<file path="src/rtl/bus_system_reg.sv">
// Registered bus multiplexer: lowest-index priority select over one-hot drive enables,
// with bus keeper, valid flag, encoded select readout and contention monitoring.
module bus_system_reg #(
  parameter int DATA_W = 32,
  parameter int N_SRC  = 24,
  parameter int SEL_W  = 5,
  parameter int KEEP   = 1,
  parameter int CNT_W  = 8
) (
  input  logic                    clock,
  input  logic                    clear,
  input  logic [N_SRC-1:0]        drive,
  input  logic [N_SRC*DATA_W-1:0] bus_in,
  input  logic                    cnt_clr,
  output logic [DATA_W-1:0]       bus_out,
  output logic                    bus_valid,
  output logic [SEL_W-1:0]        sel_code,
  output logic                    contention,
  output logic                    contention_sticky,
  output logic [CNT_W-1:0]        contention_cnt
);

  logic [SEL_W-1:0]  win_idx;
  logic [DATA_W-1:0] win_data;
  logic              any_drive;
  logic              multi_drive;

  // Scan from the top down so the lowest set index is the last one written.
  always_comb begin
    win_idx  = '0;
    win_data = '0;
    for (int i = N_SRC - 1; i >= 0; i--) begin
      if (drive[i]) begin
        win_idx  = SEL_W'(i);
        win_data = bus_in[i*DATA_W +: DATA_W];
      end
    end
  end

  // Clearing the lowest set bit leaves a nonzero value only if two or more bits were set.
  assign any_drive   = |drive;
  assign multi_drive = |(drive & (drive - N_SRC'(1)));

  always_ff @(posedge clock) begin
    if (clear) begin
      bus_out   <= '0;
      bus_valid <= 1'b0;
      sel_code  <= '0;
    end else if (any_drive) begin
      bus_out   <= win_data;
      bus_valid <= 1'b1;
      sel_code  <= win_idx;
    end else begin
      if (KEEP == 0) begin
        bus_out <= '0;
      end
      bus_valid <= 1'b0;
      sel_code  <= '0;
    end
  end

  // A counter clear takes precedence over a same-cycle increment.
  always_ff @(posedge clock) begin
    if (clear) begin
      contention        <= 1'b0;
      contention_sticky <= 1'b0;
      contention_cnt    <= '0;
    end else begin
      contention <= multi_drive;
      if (cnt_clr) begin
        contention_sticky <= 1'b0;
        contention_cnt    <= '0;
      end else if (multi_drive) begin
        contention_sticky <= 1'b1;
        if (contention_cnt != {CNT_W{1'b1}}) begin
          contention_cnt <= contention_cnt + CNT_W'(1);
        end
      end
    end
  end

endmodule
</file>
<file path="config.mk">
export PLATFORM = sky130hd
export DESIGN_NAME = bus_system_reg
export DESIGN_NICKNAME = d
export VERILOG_FILES = /design/src/rtl/bus_system_reg.sv
export SDC_FILE = /design/constraint.sdc
export NUM_CORES = 1
export LEC_CHECK = 0
export ABC_AREA = 1
export CAP_MARGIN = 0
export CORE_AREA = 2 2 330 332
export DETAILED_ROUTE_END_ITERATION = 8
export DIE_AREA = 0 0 332 334
export SLEW_MARGIN = 20
export SYNTH_ARGS = -nofsm -noshare
export SYNTH_HDL_FRONTEND = slang
export SYNTH_SLANG_ARGS = --single-unit
export TNS_END_PERCENT = 50
</file>
<file path="constraint.sdc">
create_clock -name clock -period 2.9 [get_ports clock]
set_clock_uncertainty 0.05 [all_clocks]
set_input_delay 0.87 -clock clock [delete_from_list [all_inputs] [get_ports clock]]
set_output_delay 0.87 -clock clock [all_outputs]
set_load 0.01 [all_outputs]
</file>
==> summary.md, run 1 <==
| Metric | Value |
|---|---|
| Run status | `completed` |
| Setup WS post-layout | `around 73 ps` |
| Slowest cell on crit path | `buf_4` |
| Top_reg_cell synth | `dfxtp_1` |
| Largest net degree at the start of global routing | `38` |
| Drt total wl | `98700 microns` |
| Startpoint Class | `input port` |
| Setup violations, final | `0` |
| Mean Syn Cell Area | `4.89 sq um` |
| Period utilization | `a little over nine tenths` |
| Hold buffer count at cts | `0` |
| Psw | `between 1.5 and 2 mW` |
| DIE AREA | `111000 sq um` |
| Layout cells sized above 1 | `18.3%` |
| CTS sink cnt | `between 40 and 50` |
| Top delay family on crit path | `simple AND/OR/NAND/NOR gates` |
| Avg WL per Cell | `between 20 and 25 microns` |
| Vert. Die Dim | `between 300 and 400 microns` |
| Max incr delay on CP | `170 ps` |
| DR DRC count | `0` |
| Cell taking the most area after synthesis | `nand2_1` |
| Worst-Margin Slew | `834 ps` |
| Worst VDD drop | `approximately 0.28 mV` |
| Htree depth | `2` |
| Overall die width | `332 microns` |
| Gate Count Post-Synth | `1898` |
| Dominant cells by area after synthesis | `nand2_1 30%, nor2_1 22%, a221oi_1 15%, dfxtp_1 10%, a21oi_1 4.0%` |
| Initial antenna violation count | `34` |
| Area Growth Syn to Fin | `143%` |
| Core Area | `108000 sq um` |
| Placer Congestion | `0.912` |
| Vias per cell | `3.96` |
| Worst Setup End Kind | `flip-flop` |
| PwrDens | `209 nW/um^2` |
| Initial Util | `8.62%` |
| Port buffer count | `roughly 840` |
| Sw Ratio | `about two fifths` |
| Most numerous cell in the Yosys netlist | `nand2_1` |
| Critical Path, Cell by Cell | `buf_4 -> buf_4 -> nor2_4 -> inv_2 -> buf_12 -> buf_4 -> nor2_1 -> nand2_1 -> nand2_4 -> nand2_2 -> nand2_1 -> nand2_1 -> nand2_4 -> nand2_1 -> nand2_1 -> nand2_1 -> nand2_1 -> nand2_2 -> nand2_1 -> nand2_1 -> nand2_1` |
| Unrepaired setup endpoints after global routing | `yes` |
| Non-filler instance count after layout | `4317` |
| Total CTS buffers | `5` |
| Vias in the first global route | `17000` |
| Core Rows | `about 120` |
| CTS tree | `yes` |
| Met3 wire length | `6250 microns` |
| Number of flops mapped to enable cells by yosys | `0` |
| Drt pass-1 iters | `5` |
| First-pass GRT wire length | `around 130000 microns` |
| Most frequent CP cell | `nand2_1` |
| Final min period | `2830 ps` |
| Highest routing layer actually used | `met5` |
| Clock latency at the later pin of the worst-skew pair | `310 ps` |
| Post-synth ARST share | `0%` |
| Nets@finish | `around 3700` |
| Post-route ant nets | `0` |
| Fin. Hold Viols | `0` |
| Placement Setup Slack | `-1080 ps` |
| Combinational power share | `67.3%` |
| Max-cap viol count | `0` |
| Total Routing Usage GR | `16.8%` |
| Mapped Area | `between 9000 and 10000 sq um` |
| Clk buf depth | `2` |
| Max FO, Critical Path | `16` |
| Cell variety after synth | `33` |
| Top cells by count, synth | `751 x nand2_1, 537 x nor2_1, 161 x a221oi_1` |
| Leakage | `~9.2 nW` |
| M1 wire length | `40700 microns` |
| Hold slack | `~400 ps` |
| Max Slew Vio Count | `0` |
| Grt ovf | `0` |
| Yosys reg bits | `48` |
| Flop pwr share | `15.4%` |
| Number of top-level pins | `about 840` |
| Share of power burned in the clock network | `between 10% and 20%` |
| Total Power | `4.73 mW` |
| Hold/Removal Path Class | `reg -> reg` |
| Synth top area share | `between 30% and 40%` |
| Vias post-DR | `around 17000` |
| Inst Count DP | `roughly 4300` |
| Buf/Inv on CP | `5` |
| Dpl hpwl | `86900 microns` |
| Mapped Nets | `2694` |
| Fmax | `354 MHz` |
| Data arrival, critical path | `~3000 ps` |
| Synthesis warning total | `0` |
| Sequential area share after synthesis | `10.3%` |
| Worst slew margin | `44.4%` |
| Critical Path RT | `3100 ps` |
| Clk slew on worst S/H paths | `80 ps` |
| Initial DRC Count | `1113` |
| Internal power | `between 2 and 3 mW` |
| Wire length on met2 | `between 40000 and 50000 microns` |
| Root Driver | `clkbuf_16` |
| CP Class | `in -> reg` |
==> power by group through the flow <==
stage / clock network, mW / logic [mW] / registers [mW]
after floorplan: 0 / 0.876 / 0.753
after global placement: 0 / 3.04 / 0.740
after detailed placement: 0 / 3.02 / 0.741
after CTS: 0.850 / 3.14 / 0.726
after global routing: 0.865 / 3.41 / 0.730
final: 0.818 / 3.18 / 0.726
==> final timing paths <==
path	slack [ps]	end	cells past startpoint	startpoint
hold reg to reg	400	bus_out[0]	2	bus_out[0]
setup / recovery	70	bus_out[14]	21	drive[16]
setup reg to reg	1310	contention_cnt[0]	7	contention_cnt[0]
hold / removal	400	bus_out[0]	2	bus_out[0]
==> placed cells by master (no fill, tap or decap), drive strengths merged, types with 6 or more instances in the layout <==
cell and n:
clkbuf 11, nor2 555, o21ai 12, nand4 6
nand2 759, buf 301, clkdlybuf4s50 818, inv 36
a31oi 33, a21oi 74, nand3 42, diode 11
a221oi 161, nor3 15, dfxtp 48
==> registers in the layout, indices dropped and copies added, names as in the netlist <==
| name | count |
|---|---|
| contention_sticky | 1 |
| contention_cnt | 8 |
| bus_out | 32 |
| sel_code | 5 |
| bus_valid | 1 |
| contention | 1 |
==> per-layer routing <==
metal | vias to the layer above | GRT usage, %
met5 | - | 0
met4 | 16 | 3.90
met3 | 112 | 2.85
met2 | 795 | 30.8
met1 | 7897 | 20.4
li1 | 8262 | -
==> cell families (layout without fill, tap and decap cells) <==
logic type | count (synthesis) | after routing | synth area share (%)
buf+inv | 181 | 1174 | 8.57
xor+xnor | 6 | 6 | 0.566
other cells | 0 | 11 | 0
fa+ha+maj | 1 | 1 | 0.135
flops | 48 | 48 | 10.3
simple gates | 1378 | 1379 | 58.0
compound gates | 284 | 284 | 22.4
==> worst register-to-register path, stage by stage, from the launching register on <==
cell      delay (ps)
dfxtp_1          450
ha_1             250
nand4_1          160
nand3b_1         240
nand2_4          140
inv_4             70
nor2_1            80
nor2_1            50
==> layout make-up <==
| cell class | instances | area, sq um |
|---|---|---|
| Fill cell | 12300 | 85200 |
| Tap cell | 1414 | 1770 |
| Multi-Input combinational cell | 1670 | 8300 |
| Timing Repair Buffer | 1131 | 11200 |
| Sequential cell | 48 | 961 |
| Clock inverter | 3 | 68.8 |
| Clock buffer | 5 | 125 |
| Antenna cell | 11 | 27.5 |
| Inverter | 35 | 144 |
==> per-stage QoR <==
step                      util [%]  cell area [sq um]  TNS [ps]
after floorplan                  -               9290         0
after global placement        19.8              21300    -27390
after detailed placement      19.8              21300    -27270
after CTS                     20.5              22100     -14.4
after global routing          20.9              22600     -79.9
final                         20.9              22600         0
==> timing repair <==
item,CTS,global route
setup endpoints to repair,41,40
setup buffers,10,9
resized for setup,116,129
endpoints found under the hold margin,0,0
cloned,2,3
pin swaps,8,52
Note: power is estimated with default switching activity, not from simulation.
==> run 2: changes to the inputs <==
- SKIP_CTS_REPAIR_TIMING: default -> 1
==> run 2 against run 1 <==
  * Non-clock buffer count fell by 6
  * Sequential cell count did not move
  * Sequential power hardly changed
  * Final cell count shrank 0.16%
  * Sequential share of layout area is 0.054 points higher
  * Setup slack got worse by 4.1 ps
  * First-iteration DRC count is 2.9% lower
  * Clock-buffer cell count unchanged
  * Critical path depth did not move
  * Core utilization is 0.26 points lower
  * Wire length is 0.25% lower
  * Critical path type unchanged
  * Highest routed layer unchanged
==> summary.md, run 2 (synthesized netlist as in run 1, its figures left out) <==
| Metric | Value |
|---|---|
| PwrDens | `209 nW/um^2` |
| Crit Reg-Reg Endpoint | `contention_cnt[5]` |
| Critical path startpoint | `drive[21]` |
| Period utilization | `97.6%` |
| CTS sink cnt | `48` |
| Port buffer count | `842` |
| Sequential cell area | `slightly below 1000 sq um` |
| Total CTS buffers | `5` |
| Avg WL per Cell | `22.8 microns` |
| Leakage | `9.15 nW` |
| Reg2reg setup slack | `roughly 1300 ps` |
| First-pass GRT wire length | `approximately 130000 microns` |
| Number of top-level pins | `843` |
| Commonest non-fill, non-tap cell in the layout | `clkdlybuf4s50_1` |
| Clock latency at the later pin of the worst-skew pair | `310 ps` |
| Vias per cell | `3.94` |
| Core Rows | `about 120` |
| Grt met2 use | `30.5%` |
| Vias post-DR | `17000` |
| Hold/Removal Path Class | `reg -> reg` |
| Worst slew margin | `31.9%` |
| Total Routing Usage GR | `about 17%` |
| Clk buf depth | `2` |
| Worst VDD drop | `0.272 mV` |
| Layer with the highest usage | `met2` |
| Nets@finish | `3681` |
| Final min period | `2830 ps` |
| DIE AREA | `111000 sq um` |
| Fin. Hold Viols | `0` |
| Htree depth | `2` |
| Area after DPL | `~21000 sq um` |
| Psw | `1.78 mW` |
| WHS Path Cells | `2` |
| Initial DRC Count | `roughly 1100` |
| Max FO, Critical Path | `11` |
| Combinational power share | `67.0%` |
| Clk slew on worst S/H paths | `80 ps` |
| # fillers | `roughly 12000` |
| Final instance area | `~22000 sq um` |
| Overall die width | `332 microns` |
| Hold path start | `bus_out[0]` |
| Drt pass-1 iters | `5` |
| Data arrival, critical path | `between 2000 and 3000 ps` |
| Core Area | `108000 sq um` |
| Met1 Usage GRT | `20.1%` |
| Most frequent cells in the layout | `818 x clkdlybuf4s50_1, 655 x nand2_1, 527 x nor2_1` |
| Met3 usage | `2.74%` |
| CTS tree | `yes` |
| Placer Congestion | `about 0.9` |
| Share of power burned in the clock network | `17.4%` |
| Max Slew Vio Count | `0` |
| Initial antenna violation count | `32` |
| Max reg flops | `32` |
| DR DRC count | `0` |
| Layout cells sized above 1 | `16.8%` |
| Initial Util | `~8.6%` |
| Hold slack | `around 400 ps` |
| Worst-Margin Slew | `slightly above 1000 ps` |
| Internal power | `2.89 mW` |
| WHS Endpoint | `bus_out[0]` |
| Largest Register | `bus_out` |
| Startpoint Class | `input port` |
| Fmax | `between 300 and 400 MHz` |
| Largest net degree at the start of global routing | `38` |
| Area Growth Syn to Fin | `140%` |
| Sw Ratio | `a little under two fifths` |
| Vias in the first global route | `16900` |
| Dpl hpwl | `86900 microns` |
| Worst r2r src | `contention_cnt[0]` |
| Setup violations, final | `0` |
| Run status | `completed` |
| Flop pwr share | `15.5%` |
| Root Driver | `clkbuf_16` |
| Vert. Die Dim | `about 330 microns` |
| Max-cap viol count | `0` |
| Unrepaired setup endpoints after global routing | `yes` |
| Drt total wl | `98400 microns` |
| Critical Path RT | `3060 ps` |
| Footprint of the multi-input gates | `8110 sq um` |
| CP Class | `in -> reg` |
| Post-route ant nets | `0` |
| Largest regs | `bus_out: 32 flops, contention_cnt: 8 flops, sel_code: 5 flops` |
| FF-to-FF path depth | `7` |
| Grt ovf | `0` |
| Worst Setup End Kind | `flip-flop` |
==> run 2: cell count changes in the layout (fill, tap and decap cells not counted), moves of 5 or more <==
cell            before  now
nand2_1            632  655
nand2_2             96   83
nand2_4             31   21
nor2_2              17   11
a221oi_1           143  148
buf_4              232  237
dlymetal6s2s_1       3    8
==> run 2: per-stage QoR <==
stage | setup TNS (ps) | util (%) | setup WS, ps | std cells | power, mW
final | 0 | 20.7 | 68.5 | 4310 | 4.67
after global routing | -150 | 20.7 | -50.9 | 4307 | 4.95
after CTS | -13210 | 19.9 | -749 | 4282 | 4.61
after detailed placement | -27270 | 19.8 | -1080 | 4274 | 3.76
after global placement | -27390 | 19.8 | -1020 | 4274 | 3.78
after floorplan | 0 | - | 577 | 1898 | 1.63
==> run 2: metal layers <==
| layer | share of wire, % | vias to the layer above |
|---|---|---|
| li1 | - | 8240 |
| met1 | 41 | 7847 |
| met2 | 50 | 784 |
| met3 | 6.5 | 111 |
| met4 | 2.3 | 18 |
| met5 | 0.11 | - |
==> run 2: layout make-up <==
class	instances	share of cell area [%]
multi-input cells	1670	36.4
clock inverters	3	0.309
inverters	35	0.674
well taps	1414	7.94
diodes	10	0.112
flip-flops and latches	48	4.31
repair buffers	1125	49.7
clock buffers	5	0.561
==> run 2: worst max path at each step <==
stage / end / slack [ps] / cells past startpoint
floorplan: bus_out[0] / 580 / 11
global placement: bus_out[12] / -1020 / 22
detailed placement: bus_out[12] / -1080 / 22
CTS: bus_out[12] / -750 / 22
global route: bus_out[8] / -50 / 20
finish: bus_out[11] / 70 / 21
==> run 2: worst max-delay path, stage by stage <==
cell	delay, ps
clkbuf_4	190
inv_2	100
buf_6	160
nor2_1	220
nor2_1	70
nand2_1	100
nand2_1	60
nand2_1	70
nand2_2	130
nand2_4	130
nand2_1	60
nand2_1	70
nand2_2	90
nand2_1	90
nand2_2	120
nand2_1	80
nand2_1	60
nand2_2	100
nand2_1	90
nand2_1	70
nand2_1	40
==> run 2: power by group through the flow <==
stage / clock [mW] / sequential (mW) / combinational, mW
6_report: 0.814 / 0.725 / 3.13
2_1_floorplan: 0 / 0.753 / 0.876
3_3_place_gp: 0 / 0.740 / 3.04
4_1_cts: 0.850 / 0.726 / 3.04
3_5_place_dp: 0 / 0.741 / 3.02
5_1_grt: 0.865 / 0.730 / 3.35
==> RTL edit 1: new RTL, config.mk and constraints of run 2 <==
Change the parameter `KEEP` from 1 to 0.
--- a/src/rtl/bus_system_reg.sv
+++ b/src/rtl/bus_system_reg.sv
@@ -4,7 +4,7 @@
   parameter int DATA_W = 32,
   parameter int N_SRC  = 24,
   parameter int SEL_W  = 5,
-  parameter int KEEP   = 1,
+  parameter int KEEP   = 0,
   parameter int CNT_W  = 8
 ) (
   input  logic                    clock,
Check against the original RTL: not equivalent (a bounded check fails within 4 cycles, from zero or initial values).
==> RTL edit 1 against run 2 <==
- sequential cell count unchanged
- worst setup slack worse by 39 ps
- synthesized area decreased by 3.4%
- register-to-register slack got worse by 100 ps
- power is 7.2% lower
- cell area is 2.9% lower
- routed wire length decreased by 3.5%
- synthesized cell count decreased by 2.9%
==> RTL edit 1: results (changes against run 2) <==
Cells and area
  – Layout Cells excl Fill: 4212 (was 4310)
  – Share of cells above drive strength 1: 14.82% (was 16.77%)
  – Nets@finish: 3582 (was 3681)

Logic synthesis
  – Sequential element share of the synthesized area: 10.71% (was 10.34%)
  – Async SR Flop Fraction: 0% (unchanged)
  – Mapped Cells: 1843 (was 1898)
  – Synth unique cells: 34 (was 33)
  – Synth top cells by count: 690 x nand2_1, 480 x nor2_1, 128 x a221oi_1 (was 751 x nand2_1, 537 x nor2_1, 161 x a221oi_1)
  – Mapped Nets: 2639 (was 2694)
  – Synth area leaders: nand2_1 29%, nor2_1 20%, a221oi_1 12% (was nand2_1 30%, nor2_1 22%, a221oi_1 15%)

Global route
  – Largest net degree at the start of global routing: 37 (was 38)
  – Met3 GRT Util: 3.369% (was 2.743%)
  – First-pass GRT wire length: 125.8 mm (was 130.0 mm)
  – Initial antenna violation count: 25 (was 32)
  – Vias in the first global route: 16560 (was 16890)
  – Grt met1 use: 20.71% (was 20.14%)
  – GR Util All Layers: 15.96% (was 16.65%)
  – Met2 Track Usage GR: 26.75% (was 30.46%)

Setup path
  – Critical Path Max Stage Delay: 420 ps (was 220 ps)
  – Data arrival time of the critical path: 3020 ps (was 2990 ps)
  – Crit-path slowest cell: a221oi_2 (was nor2_1)
  – Critical Path Fanout Max: 17 (was 11)

Power
  – Clock Power Share: 14.2% (was 17.4%)
  – Sw frac: 38.88% (was 38.07%)
  – Leak: 8.735 nW (was 9.151 nW)
  – Max rail drop VDD: 0.1823 mV (was 0.2724 mV)

Place
  – Worst slack after detailed placement: -1056 ps (was -1076 ps)
  – RePlAce Congestion: 0.9290 (was 0.9116)
  – HPWL Detailed: 83.09 mm (was 86.87 mm)

Status
  – Status: complete, no violations (unchanged)

Drt
  – Vias per inst: 3.957 (was 3.944)
  – Final WL: 95.01 mm (was 98.41 mm)
  – Drt initial violations: 1136 (was 1081)

Hold path
  – Class of the tightest hold or removal check: flip-flop to flip-flop (unchanged)

Timing
  – Worst-margin pin slew: 1104 ps (was 1021 ps)
==> RTL edit 1: cell type report <==
| cell class | count | area, um2 |
|---|---|---|
| Clock buffer | 5 | 125.1 |
| Multi-Input combinational cell | 1607 | 7797 |
| Clock inverter | 2 | 12.51 |
| Tap cell | 1414 | 1769 |
| Inverter | 39 | 156.4 |
| Fill cell | 12400 | 86150 |
| Timing Repair Buffer | 1085 | 10790 |
| Antenna cell | 12 | 30.03 |
| Sequential cell | 48 | 960.9 |
==> RTL edit 1: power groups by stage <==
stage	combinational, W	sequential, W	clock, W
after global placement	0.00289	0.000732	0
after floorplan	0.000847	0.000746	0
final	0.00300	0.000716	0.000614
after detailed placement	0.00287	0.000732	0
after global routing	0.00321	0.000720	0.000665
after CTS	0.00289	0.000717	0.000637
==> RTL edit 1: critical path: cells and delay by family <==
family,cells,cell delay (ps)
simple gates,9,810
compound gates,2,490
buf+inv,4,840
==> RTL edit 1: routing by layer <==
layer  vias to the layer above  part of all wire [%]
met2                       770                    46
met4                        16                   2.4
met3                        90                   7.1
met5                         -                  0.10
li1                       8013                     -
met1                      7778                    44
==> RTL edit 1: worst paths after layout <==
path                                   from                             end  slack [ps]  depth (start not counted)
min          contention_sticky$_SDFFE_PP0P_  contention_sticky$_SDFFE_PP0P_         430                          2
max reg2reg  contention_cnt[0]$_SDFFE_PP0P_  contention_cnt[0]$_SDFFE_PP0P_        1150                          9
min reg2reg  contention_sticky$_SDFFE_PP0P_  contention_sticky$_SDFFE_PP0P_         430                          2
max                               drive[14]          bus_out[26]$_SDFF_PP0_          30                         15
==> RTL edit 1: cells by family after synthesis <==
kind of cell    Yosys count  share of synthesized area (%)
simple gates           1251                          54.32
fa+ha+maj                 1                         0.1394
xor+xnor                  6                         0.5859
compound gates          349                          25.82
buf+inv                 188                          8.424
flops                    48                          10.71
==> RTL edit 1: per-stage QoR <==
step	hold WS [ps]	instance area [um2]	utilization, %
2_1_floorplan	454.9	8971	-
3_3_place_gp	411.2	20640	19.15
3_5_place_dp	415.8	20640	19.15
4_1_cts	435.0	20780	19.28
5_1_grt	453.1	21620	20.06
6_report	428.1	21640	20.08
==> RTL edit 2: new RTL, flow settings as in run 2 <==
Without the edit above. Add an input register stage for `drive`, without a reset; this delays it by one clock. The other inputs are not delayed to match. Comments in the files are not updated.
--- a/src/rtl/bus_system_reg.sv
+++ b/src/rtl/bus_system_reg.sv
@@ -20,6 +20,12 @@
   output logic [CNT_W-1:0]        contention_cnt
 );
 
+  logic [N_SRC-1:0] drive_q;
+
+  always_ff @(posedge clock) begin
+    drive_q <= drive;
+  end
+
   logic [SEL_W-1:0]  win_idx;
   logic [DATA_W-1:0] win_data;
   logic              any_drive;
@@ -30,7 +36,7 @@
     win_idx  = '0;
     win_data = '0;
     for (int i = N_SRC - 1; i >= 0; i--) begin
-      if (drive[i]) begin
+      if (drive_q[i]) begin
         win_idx  = SEL_W'(i);
         win_data = bus_in[i*DATA_W +: DATA_W];
       end
@@ -38,8 +44,8 @@
   end
 
   // Clearing the lowest set bit leaves a nonzero value only if two or more bits were set.
-  assign any_drive   = |drive;
-  assign multi_drive = |(drive & (drive - N_SRC'(1)));
+  assign any_drive   = |drive_q;
+  assign multi_drive = |(drive_q & (drive_q - N_SRC'(1)));
 
   always_ff @(posedge clock) begin
     if (clear) begin
Formal check against the unedited RTL: not equivalent (a bounded check fails within 4 cycles, from zero or initial values).
==> RTL edit 2 against run 2 <==
- sequential cell count grew 24
- power grew 17%
- die area is the same
- sequential power grew 53%
- cell area shrank 4.5%
- synthesized area grew 4.1%
- worst setup slack gained 40 ps
- routed wire length grew 3.0%
- count of clock-buffer cells in the layout grew 4
- critical endpoint is now bus_out[1]$_SDFFE_PP0N_
- largest cell class unchanged
==> RTL edit 2: results (changes against run 2) <==
Logic synthesis
  – Yosys warnings: 0 (unchanged)
  – Synth unique cells: 34 (was 33)
  – Mapped Nets: 2718 (was 2694)
  – Sequential element share of the synthesized area: 14.90% (was 10.34%)
  – Async SR Flop Fraction: 0% (unchanged)
  – Synth top cells by count: 750 x nand2_1, 537 x nor2_1, 160 x a221oi_1 (was 751 x nand2_1, 537 x nor2_1, 161 x a221oi_1)
  – Synth area leaders: nand2_1 29%, nor2_1 21%, dfxtp_1 15% (was nand2_1 30%, nor2_1 22%, a221oi_1 15%)
  – Synth Area per Inst: 5.034 um2 (was 4.895 um2)

Drt
  – Drt initial violations: 1207 (was 1081)
  – DRC: 0 (unchanged)
  – M1 WL: 41.86 mm (was 40.59 mm)
  – Met2 routed WL: 49.93 mm (was 49.10 mm)
  – DR WL/cell: 24.12 um (was 22.83 um)
  – Via count: 16920 (was 17000)
  – Met3 Routed Length: 6.376 mm (was 6.352 mm)

Setup path
  – Critical Path Fanout Max: 1 (was 11)
  – Worst R2R Path Depth: 18 (was 7)
  – Data arrival time of the critical path: 3020 ps (was 2990 ps)

Power
  – Leak: 8.482 nW (was 9.151 nW)
  – Max rail drop VDD: 0.2720 mV (was 0.2724 mV)

Cells and area
  – Share of cells above drive strength 1: 8.813% (was 16.77%)
  – Filler cells: 12430 (was 12360)
  – Layout Cells excl Fill: 4204 (was 4310)
  – Nets@finish: 3571 (was 3681)

Clock network
  – CTS Buf Count: 9 (was 5)
  – Buffer depth of the longest clock path: 2 (unchanged)
  – Worst skew pair latency: 390 ps (was 310 ps)
  – CTS Root Cell: clkbuf_16 (unchanged)
  – H-tree depth: 3 (was 2)

Place
  – Placed Area: 20760 um2 (was 21310 um2)
  – RePlAce Congestion: 0.9228 (was 0.9116)
  – Worst slack after detailed placement: -665.3 ps (was -1076 ps)
  – HPWL Detailed: 86.41 mm (was 86.87 mm)

Global route
  – Met2 Track Usage GR: 30.75% (was 30.46%)
  – First-pass GRT wire length: 133.3 mm (was 130.0 mm)
  – Grt met1 use: 20.88% (was 20.14%)
  – Initial antenna violation count: 22 (was 32)
  – GR Util All Layers: 17.31% (was 16.65%)
  – Met3 GRT Util: 3.178% (was 2.743%)
  – Largest net degree at the start of global routing: 36 (was 38)

Timing
  – Worst-margin pin slew: 1059 ps (was 1021 ps)

Status
  – Status: complete, no violations (unchanged)
[RTL edit 2: cell types whose count changed after synthesis, moves of 3 or more]
cell	before	now
buf_6	7	2
clkbuf_1	96	102
a21oi_1	74	77
nand3_1	41	50
buf_1	4	14
dfxtp_1	48	72
inv_2	10	6
buf_4	5	1
clkinv_1	0	3
nand2_2	6	3
buf_2	34	27
[RTL edit 2: worst paths after layout]
kind | start | to | slack, ps
worst max register to register | drive_q[20]$_DFF_P_ | bus_out[7]$_SDFFE_PP0N_ | 140
worst min-delay path | bus_out[4]$_SDFFE_PP0N_ | bus_out[4]$_SDFFE_PP0N_ | 400
worst min register to register | bus_out[4]$_SDFFE_PP0N_ | bus_out[4]$_SDFFE_PP0N_ | 400
worst max-delay path | bus_in[705] | bus_out[1]$_SDFFE_PP0N_ | 110
[RTL edit 2: power by group through the flow]
stage	Sequential, W	Combinational (W)	Clock, W
4_1_cts	0.00112	0.00287	0.00154
6_report	0.00111	0.00287	0.00147
3_5_place_dp	0.00114	0.00286	0
2_1_floorplan	0.00111	0.000861	0
5_1_grt	0.00112	0.00307	0.00155
3_3_place_gp	0.00114	0.00286	0
[RTL edit 2: worst max-delay path, stage by stage]
cell and delay, ps:
clkdlybuf4s50_1 400, a21oi_1 150, nand2_1 100, nand2_2 90, buf_12 110, nand2_1 60
nand2_1 70, nand2_1 50, nand2_1 110, nand2_1 60, nand2_1 70, nand2_1 100
buf_12 170, nand2_1 60, nand2_1 90, nand2_1 130, nand2_2 90, nand2_1 70
nand2_1 50, nand2_1 70, nand2_1 50
[RTL edit 2: logic make-up (layout without fill, tap and decap cells)]
logic type	after synthesis	after routing	share of synthesized area [%]
AND/OR/NAND/NOR	1379	1380	55.49
AO/OA/AOI/OAI	284	284	21.47
buffers and inverters	181	1038	7.565
flip-flops	72	72	14.90
XOR/XNOR	5	5	0.4527
adder cells (fa/ha/maj)	1	1	0.1293
other	0	10	0
[RTL edit 2: final cells by class]
cell class | count | area (um2) | share of cell area, %
Sequential cell | 72 | 1461 | 6.868
Tap cell | 1414 | 1769 | 8.315
Antenna cell | 10 | 25.02 | 0.1176
Clock inverter | 7 | 126.4 | 0.5939
Multi-Input combinational cell | 1670 | 7644 | 35.92
Inverter | 35 | 131.4 | 0.6174
Timing Repair Buffer | 987 | 9896 | 46.51
Clock buffer | 9 | 225.2 | 1.058
[RTL edit 2: per-stage QoR]
stage | hold WS [ps] | setup TNS [ps] | power, W
detailed placement | 387.8 | -5363 | 0.003998
global route | 420.2 | -11.03 | 0.005743
global placement | 387.9 | -5697 | 0.004003
floorplan | 423.7 | 0 | 0.001976
CTS | 401.9 | -1308 | 0.005532
finish | 404.4 | 0 | 0.005451
